## config.mk

```make
export PLATFORM = sky130hd
export DESIGN_NAME = alu_issue_seq_flat
export DESIGN_NICKNAME = d
export VERILOG_FILES = /design/src/rtl/alu_issue_seq_if.sv /design/src/rtl/alu_issue_seq.sv /design/src/flat_wrapper.sv
export SDC_FILE = /design/constraint.sdc
export NUM_CORES = 1
export LEC_CHECK = 0
export ABC_CLOCK_PERIOD_IN_PS = 2400
export CORE_UTILIZATION = 45
export CTS_CLUSTER_SIZE = 8
export DETAILED_ROUTE_END_ITERATION = 16
export PLACE_DENSITY = 0.67
export SKIP_CTS_REPAIR_TIMING = 1
export SKIP_LAST_GASP = 1
export SLEW_MARGIN = 25
export SYNTH_ARGS = -nofsm -noshare
export SYNTH_HDL_FRONTEND = slang
export SYNTH_SLANG_ARGS = --single-unit
```

## constraint.sdc

```tcl
create_clock -name clk -period 2.4 [get_ports clk]
set_clock_uncertainty 0.05 [all_clocks]
set_input_delay 0.24 -clock clk [delete_from_list [all_inputs] [get_ports clk]]
set_output_delay 0.24 -clock clk [all_outputs]
set_load 0.01 [all_outputs]
```

## src/rtl/alu_issue_seq_if.sv

```systemverilog
// Bundle of the instruction, load, ALU and result channels of alu_issue_seq.
// slave = sequencer side, master = surrounding datapath / environment.
interface alu_issue_seq_if #(
   parameter int DATA_W = 8,
   parameter int NREG_W = 3
);
   localparam int INSTR_W = 3 + 2 * NREG_W;

   // Handshakes (instr, ld, res): a transfer happens on the rising edge where
   // valid & ready are both 1; valid may drop without a transfer taking place.
   logic [INSTR_W-1:0] instr;
   logic               instr_valid;
   logic               instr_ready;

   logic               ld_valid;
   logic [NREG_W-1:0]  ld_addr;
   logic [DATA_W-1:0]  ld_data;
   logic               ld_ready;

   logic [2:0]         alu_op;
   logic [DATA_W-1:0]  alu_a;
   logic [DATA_W-1:0]  alu_b;
   logic [DATA_W-1:0]  alu_out;
   logic               alu_zero;

   logic [DATA_W-1:0]  res_data;
   logic               res_zero;
   logic               res_valid;
   logic               res_ready;

   modport slave (
      input  instr, instr_valid, ld_valid, ld_addr, ld_data,
             alu_out, alu_zero, res_ready,
      output instr_ready, ld_ready, alu_op, alu_a, alu_b,
             res_data, res_zero, res_valid
   );

   modport master (
      output instr, instr_valid, ld_valid, ld_addr, ld_data,
             alu_out, alu_zero, res_ready,
      input  instr_ready, ld_ready, alu_op, alu_a, alu_b,
             res_data, res_zero, res_valid
   );
endinterface

```

## src/rtl/alu_issue_seq.sv

```systemverilog
// Serial issue sequencer for the combinational ALU: IDLE -> ISSUE -> CAPT -> RESP.
// Optional retirement counter port retire_cnt when ISSUE_RETIRE_CNT_EN is defined.
module alu_issue_seq #(
   parameter int DATA_W = 8,
   parameter int NREG_W = 3
) (
   input  logic           clk,
   input  logic           reset_n,
   alu_issue_seq_if.slave bus,
   output logic [1:0]     state_dbg
`ifdef ISSUE_RETIRE_CNT_EN
   ,
   output logic [15:0]    retire_cnt
`endif
);

   localparam int INSTR_W = 3 + 2 * NREG_W;
   localparam int NREG    = 1 << NREG_W;

   localparam logic [1:0] IDLE  = 2'd0;
   localparam logic [1:0] ISSUE = 2'd1;
   localparam logic [1:0] CAPT  = 2'd2;
   localparam logic [1:0] RESP  = 2'd3;

   localparam logic [2:0] OP_PAR = 3'b011;
   localparam logic [2:0] OP_CMP = 3'b100;
   localparam logic [2:0] OP_MOV = 3'b111;

   logic [1:0]        state;
   logic [1:0]        state_nx;
   logic [DATA_W-1:0] regs [NREG];
   logic [2:0]        op_q;
   logic [NREG_W-1:0] ra_q;

   logic [2:0]        op_in;
   logic [NREG_W-1:0] ra_in;
   logic [NREG_W-1:0] rb_in;
   logic              instr_acc;
   logic              ld_acc;
   logic              wb_en;

   assign op_in = bus.instr[INSTR_W-1 -: 3];
   assign ra_in = bus.instr[2*NREG_W-1 -: NREG_W];
   assign rb_in = bus.instr[NREG_W-1:0];

   // Ready is gated by reset_n so nothing is advertised while reset is held.
   assign bus.ld_ready    = reset_n & (state == IDLE);
   assign bus.instr_ready = reset_n & (state == IDLE) & ~bus.ld_valid;
   assign bus.res_valid   = (state == RESP);
   assign state_dbg       = state;

   assign instr_acc = bus.instr_valid & bus.instr_ready;
   assign ld_acc    = bus.ld_valid & bus.ld_ready;
   assign wb_en     = (state == CAPT) && (op_q != OP_CMP) && (op_q != OP_PAR);

   always_comb begin
      state_nx = state;
      case (state)
         IDLE:    if (instr_acc) state_nx = ISSUE;
         ISSUE:   state_nx = CAPT;
         CAPT:    state_nx = RESP;
         RESP:    if (bus.res_ready) state_nx = IDLE;
         default: state_nx = IDLE;
      endcase
   end

   always_ff @(posedge clk or negedge reset_n) begin
      if (!reset_n) begin
         state <= IDLE;
      end else begin
         state <= state_nx;
      end
   end

   // Operands are latched at the accept edge so they are stable for all of ISSUE.
   always_ff @(posedge clk or negedge reset_n) begin
      if (!reset_n) begin
         bus.alu_op <= '0;
         bus.alu_a  <= '0;
         bus.alu_b  <= '0;
         op_q       <= '0;
         ra_q       <= '0;
      end else if (instr_acc) begin
         bus.alu_op <= op_in;
         op_q       <= op_in;
         ra_q       <= ra_in;
         if (op_in == OP_MOV) begin
            bus.alu_a <= regs[rb_in];
            bus.alu_b <= '0;
         end else begin
            bus.alu_a <= regs[ra_in];
            bus.alu_b <= regs[rb_in];
         end
      end
   end

   always_ff @(posedge clk or negedge reset_n) begin
      if (!reset_n) begin
         bus.res_data <= '0;
         bus.res_zero <= 1'b0;
      end else if (state == CAPT) begin
         bus.res_data <= bus.alu_out;
         bus.res_zero <= bus.alu_zero;
      end
   end

   // Loads only happen in IDLE and writeback only in CAPT, so they never collide.
   always_ff @(posedge clk or negedge reset_n) begin
      if (!reset_n) begin
         for (int i = 0; i < NREG; i++) begin
            regs[i] <= '0;
         end
      end else if (ld_acc) begin
         regs[bus.ld_addr] <= bus.ld_data;
      end else if (wb_en) begin
         regs[ra_q] <= bus.alu_out;
      end
   end

`ifdef ISSUE_RETIRE_CNT_EN
   always_ff @(posedge clk or negedge reset_n) begin
      if (!reset_n) begin
         retire_cnt <= '0;
      end else if (bus.res_valid && bus.res_ready) begin
         retire_cnt <= retire_cnt + 16'd1;
      end
   end
`endif

endmodule

```

## src/flat_wrapper.sv

```systemverilog
// flat-port wrapper written by rule: the top's interface ports become plain ports
module alu_issue_seq_flat 
#(
   parameter int DATA_W = 8,
   parameter int NREG_W = 3
)
  (clk, reset_n, state_dbg, bus_instr, bus_instr_valid, bus_ld_valid, bus_ld_addr, bus_ld_data, bus_alu_out, bus_alu_zero, bus_res_ready, bus_instr_ready, bus_ld_ready, bus_alu_op, bus_alu_a, bus_alu_b, bus_res_data, bus_res_zero, bus_res_valid);
  alu_issue_seq_if #(.DATA_W(DATA_W), .NREG_W(NREG_W)) bus_i ();
  input  logic clk;
  input  logic reset_n;
  output logic [1:0] state_dbg;
  input wire logic [$bits(bus_i.instr)-1:0] bus_instr;
  input wire logic [$bits(bus_i.instr_valid)-1:0] bus_instr_valid;
  input wire logic [$bits(bus_i.ld_valid)-1:0] bus_ld_valid;
  input wire logic [$bits(bus_i.ld_addr)-1:0] bus_ld_addr;
  input wire logic [$bits(bus_i.ld_data)-1:0] bus_ld_data;
  input wire logic [$bits(bus_i.alu_out)-1:0] bus_alu_out;
  input wire logic [$bits(bus_i.alu_zero)-1:0] bus_alu_zero;
  input wire logic [$bits(bus_i.res_ready)-1:0] bus_res_ready;
  output wire logic [$bits(bus_i.instr_ready)-1:0] bus_instr_ready;
  output wire logic [$bits(bus_i.ld_ready)-1:0] bus_ld_ready;
  output wire logic [$bits(bus_i.alu_op)-1:0] bus_alu_op;
  output wire logic [$bits(bus_i.alu_a)-1:0] bus_alu_a;
  output wire logic [$bits(bus_i.alu_b)-1:0] bus_alu_b;
  output wire logic [$bits(bus_i.res_data)-1:0] bus_res_data;
  output wire logic [$bits(bus_i.res_zero)-1:0] bus_res_zero;
  output wire logic [$bits(bus_i.res_valid)-1:0] bus_res_valid;
  assign bus_i.instr = bus_instr;
  assign bus_i.instr_valid = bus_instr_valid;
  assign bus_i.ld_valid = bus_ld_valid;
  assign bus_i.ld_addr = bus_ld_addr;
  assign bus_i.ld_data = bus_ld_data;
  assign bus_i.alu_out = bus_alu_out;
  assign bus_i.alu_zero = bus_alu_zero;
  assign bus_i.res_ready = bus_res_ready;
  assign bus_instr_ready = bus_i.instr_ready;
  assign bus_ld_ready = bus_i.ld_ready;
  assign bus_alu_op = bus_i.alu_op;
  assign bus_alu_a = bus_i.alu_a;
  assign bus_alu_b = bus_i.alu_b;
  assign bus_res_data = bus_i.res_data;
  assign bus_res_zero = bus_i.res_zero;
  assign bus_res_valid = bus_i.res_valid;
  alu_issue_seq #(.DATA_W(DATA_W), .NREG_W(NREG_W)) u_core (.clk(clk), .reset_n(reset_n), .bus(bus_i), .state_dbg(state_dbg));
endmodule
```

# --- After elaboration in Yosys (flattened, before gate mapping) ---
# Cells that the tools add are included.
op_classes:
  order_cmp: 6
  n_eq_ne: 8
  mux: 19
  bitwise: 9
  n_reduce_logical: 7
op_table:
  columns: ["operator", "n"]
  rows:
  - ["$bwmux W64", 2]
  - ["$mux W64", 2]
  - ["$mux W8", 8]
  - ["$bmux W8 S3", 2]
  - ["$demux W8 S3", 2]
  - ["$ge A4 B4 Y1 const B", 4]
  - ["$not A3 Y4", 4]
  - ["$lt A4 B1 Y1 const B", 2]
  - ["$pmux W2 S4", 1]
  - ["$and A1 B1 Y1", 4]
  - ["$eq A2 B2 Y1 const B", 2]
  - ["$logic_and A1 B1 Y1", 4]
  - ["$mux W2", 2]
  - ["$eq A3 B3 Y1 const B", 1]
  - ["$ne A3 B2 Y1 const B", 1]
  - ["$ne A3 B3 Y1 const B", 1]
  - ["$eq A2 B1 Y1 const B", 1]
  - ["$logic_not A2 Y1", 1]
  - ["$ne A2 B1 Y1 const B", 1]
  - ["$ne A2 B2 Y1 const B", 1]
  - ["$reduce_and A2 Y1", 1]
  - ["$reduce_bool A2 Y1", 1]
  - ["$not A1 Y1", 1]
word_totals:
  reg_bits: 97
  input_bits: 34
  word_cells: 64

# --- Longest topological paths before layout ---
# Gate-level depths: netlist of the first run.
depth:
  ltp_word: 8
  depth_mapped: 7

# --- Worst setup path after synthesis of the first run ---
# OpenSTA, ideal clock, no wires.
synth_path:
  path_kind: "register to register"
  start: "reg u_core.state[0] (netlist: u_core.state_dbg[0])"
  end: "reg u_core.regs[31] (netlist bit)"
  arrival_time_ns: 1.916
  required_time_ns: 2.224
  slack_ns: 0.308
  stages_incl_launch_ff: 7
  path_buffers: 0
  cell_sequence: "dfrtp_1 > inv_1 > ha_1 > and3_1 > nor4_4 > nor2_1 > a221o_1"
synth_between:
  elab_chain_cells: 4
  word_cells_on_any_way: 8
  classes_between: "eq/ne: 1; mux: 1; bitwise: 2; reduce/logical: 4"
synth_lines:
  columns: ["element", "line", "source"]
  rows:
  - ["start: declaration", "alu_issue_seq.sv:29", "logic [1:0] state;"]
  - ["start signal: assignment", "alu_issue_seq.sv:71", "state <= state_nx;"]
  - ["$logic_not A2 Y1 / $eq A2 B2 Y1 (equally long branches)", "alu_issue_seq.sv:47, alu_issue_seq.sv:54", null]
  - ["$and A1 B1 Y1 / $logic_and A1 B1 Y1 (equally long branches)", "alu_issue_seq.sv:47, alu_issue_seq.sv:54", null]
  - ["$and A1 B1 Y1 / $logic_and A1 B1 Y1 (equally long branches)", "alu_issue_seq.sv:53, alu_issue_seq.sv:54", null]
  - ["$mux W64 / $reduce_bool A2 Y1 (equally long branches)", null, null]
  - ["end signal: indexed assignment", "alu_issue_seq.sv:114", "regs[bus.ld_addr] <= bus.ld_data;"]
  - ["end signal: indexed assignment", "alu_issue_seq.sv:116", "regs[ra_q] <= bus.alu_out;"]
  - ["end: declaration", "alu_issue_seq.sv:31", "logic [DATA_W-1:0] regs [NREG];"]
# Several ways; a longest one is shown, not always the timed one.
# A chain may end at the register's enable or synchronous reset.

# --- Worst setup path after layout of the first run ---
layout_path:
  start: "reg u_core.state[0] (netlist: u_core.state_dbg[0])"
  end: "reg u_core.regs[6] (netlist bit)"
# The elaborated chain is that of the path after synthesis.

==> results.yml, run 1 <==
timing:
  final_hold_viol_count: 0
  rsz0062_at_grt: "false"
  fin_ws_ns: 0.156
  setup_tns_ns: 0
  fmax_mhz: 446
  setup-violations-final: 0
  maxSlewViolCount: 0
  timing.hold.ws_ns: 0.400
  fin_crit_sh: 0.935
  tightest_slew_ns: 0.718
  fin_crit_ns: 2.24
  max-slew-margin-rel: 0.522
floorplanning:
  die_w_um: 112
  chipHeight_um: 112
  initial_core_util: 0.470
  fp.dieArea_mm2: 0.0126
  core_area_mm2: 0.0116
  top_level_ports: 67
  rows: 39
worst_setup_path:
  critPathLaunch: "u_core.state_dbg[0]$_DFFE_PN0P_"
  crit_buf_inv: 1
  slowest_delay_ns: 0.50
  crit_fanout: 8
  required_ns: 2.65
  worstSetupPathType: "flip-flop to flip-flop"
  endpoint_kind: "flip-flop"
  worst_path_max_delay_cell: "a2111oi_1"
  cp_top_family: "compound AO/OA/AOI/OAI gates"
  crit_path_start_kind: "flip-flop"
  path_cells: "inv_1, ha_1, nand2_1, or2_1, a2111oi_1, a221o_1"
  timing.rr.start: "u_core.state_dbg[0]$_DFFE_PN0P_"
  worst_ep_arrival_time_ns: 2.49
synth:
  netlist_instances: 473
  synthDistinctLibCells: 54
  ys_seq_elements: 97
  syn-num-nets: 511
  ys_seq_area_frac: 0.445
  syn-cell-area_mm2: 0.00546
  syn_area_per_cell_um2: 11.5
  yosys_warnings: 0
final_layout:
  finalNetCount: 599
  postLayoutCellArea_mm2: 0.00677
  area_growth_pct: 23.9
  mostFrequentLayoutCell: "dfrtp_1"
  drive_above_1_share: 0.194
  layout_common_cells: "dfrtp_1 (97), nand2_1 (72), clkdlybuf4s50_1 (65)"
  instances_no_fill: 709
  antenna_cells: 0
  final_util: 0.583
power_and_ir_drop:
  p_leak_nw: 2.89
  p_sw_mw: 2.79
  p_total_mw: 7.79
  internal_power_mw: 5.00
  p_per_area_mw_per_mm2: 1150
  switching_share: 0.358
  share_clk_of_total_power: 0.189
  ir_drop_v: 0.000570
  p_seq_frac: 0.410
  share_comb_of_total_power: 0.402
detailed_routing:
  viasPerCell: 6.32
  routed-via-count: 4478
  drc_errors: 4
  dr.pass1.iters: 11
  postRouteAntennaNets: 0
  wire_per_inst_um: 21.8
  drt-total-wl_mm: 15.4
  drt_iter0_markers: 381
place:
  placed_cell_area_mm2: 0.00644
  place_ws_ns: 0.132
  dp_cells: 692
  hpwlAfterDp_mm: 11.8
  io_buffers: 66
  place_congestion: 0.859
grt:
  antenna_found_initial: 0
  grt_pass1_vias: 4563
  overflow: 0
  grt_pass1_wl_mm: 24.9
  grt_max_degree: 79
  track_usage: 0.262
run_status:
  run_status: "finished, violations left"
  violations: "design-rule violations"
cts:
  root_buffer: "clkbuf_16"
  clk_latency_ns: 0.36
  h-tree-depth: 3
  clockBufferDepth: 2
  cts_tree: "built"
  clk_pin_slew_ns: 0.07
  clkSinkCount: 97
  cts_made_buffers: 9
worst_hold_path:
  min-delay-start: "bus_instr[6]"
  min_path_type: "input pin to flip-flop"
flow_run:
  maxCapViolations: 0
worst paths after layout:
check / slack [ns] / cells after the start / to
setup / recovery: 0.16 / 6 / u_core.regs[6]$_DFFE_PN0P_
hold / removal: 0.40 / 3 / u_core.bus.alu_op[0]$_DFFE_PN0P_
setup reg to reg: 0.16 / 6 / u_core.regs[6]$_DFFE_PN0P_
hold reg to reg: 0.43 / 2 / u_core.bus.alu_b[1]$_DFFE_PN0P_
max in group asynchronous: 1.24 / 3 / u_core.regs[9]$_DFFE_PN0P_
min in group asynchronous: 0.41 / 3 / u_core.state_dbg[0]$_DFFE_PN0P_
cells in the mapped netlist (all sizes together):
cell type,instances,area share
a21oi,4,0.0050
buf,10,0.0099
ha,4,0.0092
nor2,16,0.012
o22ai,2,0.0023
clkbuf,10,0.0071
a21o,7,0.0096
o21bai,1,0.0014
o21ai,11,0.010
nand3,2,0.0018
and3b,2,0.0034
and4,1,0.0021
mux4,32,0.13
a2111oi,7,0.011
nor4,4,0.016
nand3b,1,0.0014
and4b,1,0.0018
nand2,72,0.050
a22o,7,0.011
nand4b,1,0.0016
nand2b,2,0.0023
mux2i,16,0.029
nor3,5,0.0064
nor2b,4,0.0046
nor3b,1,0.0014
mux2,11,0.023
nand4,3,0.0034
nand4bb,1,0.0021
and3,3,0.0034
a221o,25,0.046
o211a,2,0.0064
or3b,1,0.0016
dfrtp,97,0.44
a211oi,1,0.0014
o211ai,2,0.0037
a31o,2,0.0032
or2,2,0.0023
inv,36,0.025
a221oi,7,0.011
o221ai,32,0.051
and2,24,0.028
a31oi,1,0.0023
cell families (layout without fill, tap and decap cells):
group | Yosys count | in the layout | share of synthesized area
mux | 59 | 59 | 0.184
fa+ha+maj | 4 | 4 | 0.00917
compound gates | 111 | 111 | 0.176
simple gates | 146 | 146 | 0.144
flops | 97 | 97 | 0.445
buf+inv | 56 | 149 | 0.0417
final cells by class:
class / instances / area [µm²]
Fill cell: 982 / 4850
Inverter: 36 / 135
Timing Repair Buffer: 97 / 910
Clock buffer: 10 / 229
Multi-Input combinational cell: 320 / 2820
Tap cell: 143 / 179
Clock inverter: 6 / 67.6
Sequential cell: 97 / 2430
tightest hold or removal path: cells and delay by family:
kind,cells,cell delay [ns]
AND/OR/NAND/NOR,2,0.10
buffers and inverters,1,0.42
flip-flops by register name, indices dropped and copies added (netlist names):
| signal | flops |
|---|---|
| u_core.bus.res_zero | 1 |
| u_core.bus.res_data | 8 |
| u_core.state_dbg | 2 |
| u_core.bus.alu_b | 8 |
| u_core.bus.alu_a | 8 |
| u_core.regs | 64 |
| u_core.bus.alu_op | 3 |
| u_core.ra_q | 3 |
power by group through the flow:
stage,Clock (mW),Combinational [mW],Sequential (mW)
final,1.47,3.13,3.19
after global routing,1.55,3.40,3.27
after CTS,1.48,3.12,3.15
after detailed placement,0,3.11,3.18
after global placement,0,3.01,3.11
after floorplan,0,1.96,2.98
layer usage:
metal  vias up  routed length (µm)  track usage
met5         -                   0            0
met4         0                 384        0.112
met3        29                1300       0.0562
met2       211                7210        0.414
met1      2239                6550        0.352
li1       1999                   -            -
No activity file was read; power rests on OpenSTA's default activity.
==> inputs of run 2 (changes only) <==
- CORE_MARGIN: unset -> 2
==> run 2 against run 1 <==
  * Critical path depth fell by 2
  * Register-to-register slack worse by 0.04 ns
  * First-iteration DRC count fell by 7.6%
  * The run now ends clean
  * Die area rose by 3.6%
  * Critical endpoint is now bus_instr_ready
  * Sequential cell count is the same
  * Design area about the same
==> results.yml, run 2 (synthesis results as in run 1) <==
grt:
  grt_max_degree: 68
  grt_pass1_vias: 4466
  antenna_found_initial: 0
  grt_pass1_wl_mm: 25.1
  overflow: 0
  track_usage: 0.257
final_layout:
  antenna_cells: 0
  area_growth_pct: 24.0
  drive_above_1_share: 0.195
  finalNetCount: 599
  largest_reg_flops: 64
  regMostFlops: "u_core.regs"
  layout_common_cells: "dfrtp_1 (97), nand2_1 (71), clkdlybuf4s50_1 (65)"
  mostFrequentLayoutCell: "dfrtp_1"
detailed_routing:
  viasPerCell: 6.32
  top_layer: "met4"
  met2_length_mm: 7.20
  wl_met3_mm: 1.27
  dr.pass1.iters: 6
  drc_errors: 0
  drt-met1-wl_mm: 6.84
  routed-via-count: 4501
  postRouteAntennaNets: 0
  drt-total-wl_mm: 15.7
  drt_iter0_markers: 352
  wire_per_inst_um: 22.1
timing:
  fmax_mhz: 437
  rsz0062_at_grt: "false"
  setup_tns_ns: 0
  fin_crit_ns: 2.29
  final_hold_viol_count: 0
  fin_crit_sh: 0.952
  tightest_slew_ns: 0.861
  setup-violations-final: 0
  max-slew-margin-rel: 0.426
  fin_ws_ns: 0.114
  maxSlewViolCount: 0
worst_setup_path:
  crit_path_start_kind: "flip-flop"
  endpoint_kind: "output port"
  worstSetupPathType: "flip-flop to output port"
  path_cells: "inv_1, ha_1, and3b_1, clkdlybuf4s50_1"
  worst_ep_arrival_time_ns: 2.00
  required_ns: 2.11
  slowest_delay_ns: 0.56
  worst_path_max_delay_cell: "clkdlybuf4s50_1"
  crit_fanout: 8
cts:
  clk_latency_ns: 0.35
  cts_made_buffers: 9
  root_buffer: "clkbuf_16"
  h-tree-depth: 3
  clockBufferDepth: 2
  clk_pin_slew_ns: 0.06
  clkSinkCount: 97
  cts_tree: "built"
floorplanning:
  core_area_mm2: 0.0119
  initial_core_util: 0.458
  die_w_um: 114
  rows: 40
  fp.dieArea_mm2: 0.0130
  top_level_ports: 67
  chipHeight_um: 114
flow_run:
  maxCapViolations: 0
power_and_ir_drop:
  ir_drop_v: 0.000498
  p_per_area_mw_per_mm2: 1130
  p_leak_nw: 2.89
place:
  io_buffers: 66
  hpwlAfterDp_mm: 11.8
  place_ws_ns: 0.0508
  place_congestion: 0.916
worst_hold_path:
  min_path_type: "input pin to flip-flop"
run_status:
  run_status: "finished, final reports clean"
==> run 2: cell type report <==
type / count / area [µm²]
Clock buffer: 12 / 246
Clock inverter: 3 / 17.5
Fill cell: 1034 / 5140
Inverter: 36 / 135
Multi-Input combinational cell: 320 / 2830
Sequential cell: 97 / 2430
Tap cell: 147 / 184
Timing Repair Buffer: 97 / 931
==> run 2: stage by stage <==
stage	power (mW)	utilization	hold WS (ns)	cells	area, µm²
2_1_floorplan	4.94	-	-0.106	473	5460
3_3_place_gp	6.16	0.543	0.303	696	6470
3_5_place_dp	6.29	0.543	0.311	696	6470
4_1_cts	7.64	0.565	-0.0664	711	6740
5_1_grt	8.14	0.568	0.444	712	6770
6_report	7.68	0.568	0.407	712	6770
==> run 2: worst max-delay path, delay by kind of cell (launching register included) <==
| family | cells | cell delay, ns |
|---|---|---|
| adder cells (fa/ha/maj) | 1 | 0.34 |
| flip-flops | 1 | 0.39 |
| AND/OR/NAND/NOR | 1 | 0.23 |
| buffers and inverters | 2 | 0.68 |
==> run 2: layer usage <==
layer,up-vias,GRT usage
met5,-,0
met4,0,0.107
met3,31,0.0603
met2,207,0.385
met1,2269,0.362
li1,1994,-
==> run 2: report_power, final <==
group | leakage [nW] | internal, mW | switching [mW] | total [mW]
clock | 0.128 | 0.723 | 0.618 | 1.34
combinational | 1.57 | 1.78 | 1.36 | 3.14
sequential | 1.18 | 2.42 | 0.778 | 3.20
total | 2.89 | 4.92 | 2.76 | 7.68
==> run 2: final timing paths <==
path,from,to,cells past startpoint,slack (ns)
min in group asynchronous,reset_n,u_core.regs[63]$_DFFE_PN0P_,3,0.48
worst max-delay path,u_core.state_dbg[0]$_DFFE_PN0P_,bus_instr_ready,4,0.11
worst min register to register,u_core.bus.alu_b[5]$_DFFE_PN0P_,u_core.bus.alu_b[5]$_DFFE_PN0P_,2,0.42
max in group asynchronous,reset_n,u_core.bus.res_data[5]$_DFFE_PN0P_,3,1.06
worst max register to register,u_core.state_dbg[0]$_DFFE_PN0P_,u_core.regs[2]$_DFFE_PN0P_,7,0.12
worst min-delay path,bus_instr[7],u_core.bus.alu_op[1]$_DFFE_PN0P_,3,0.41
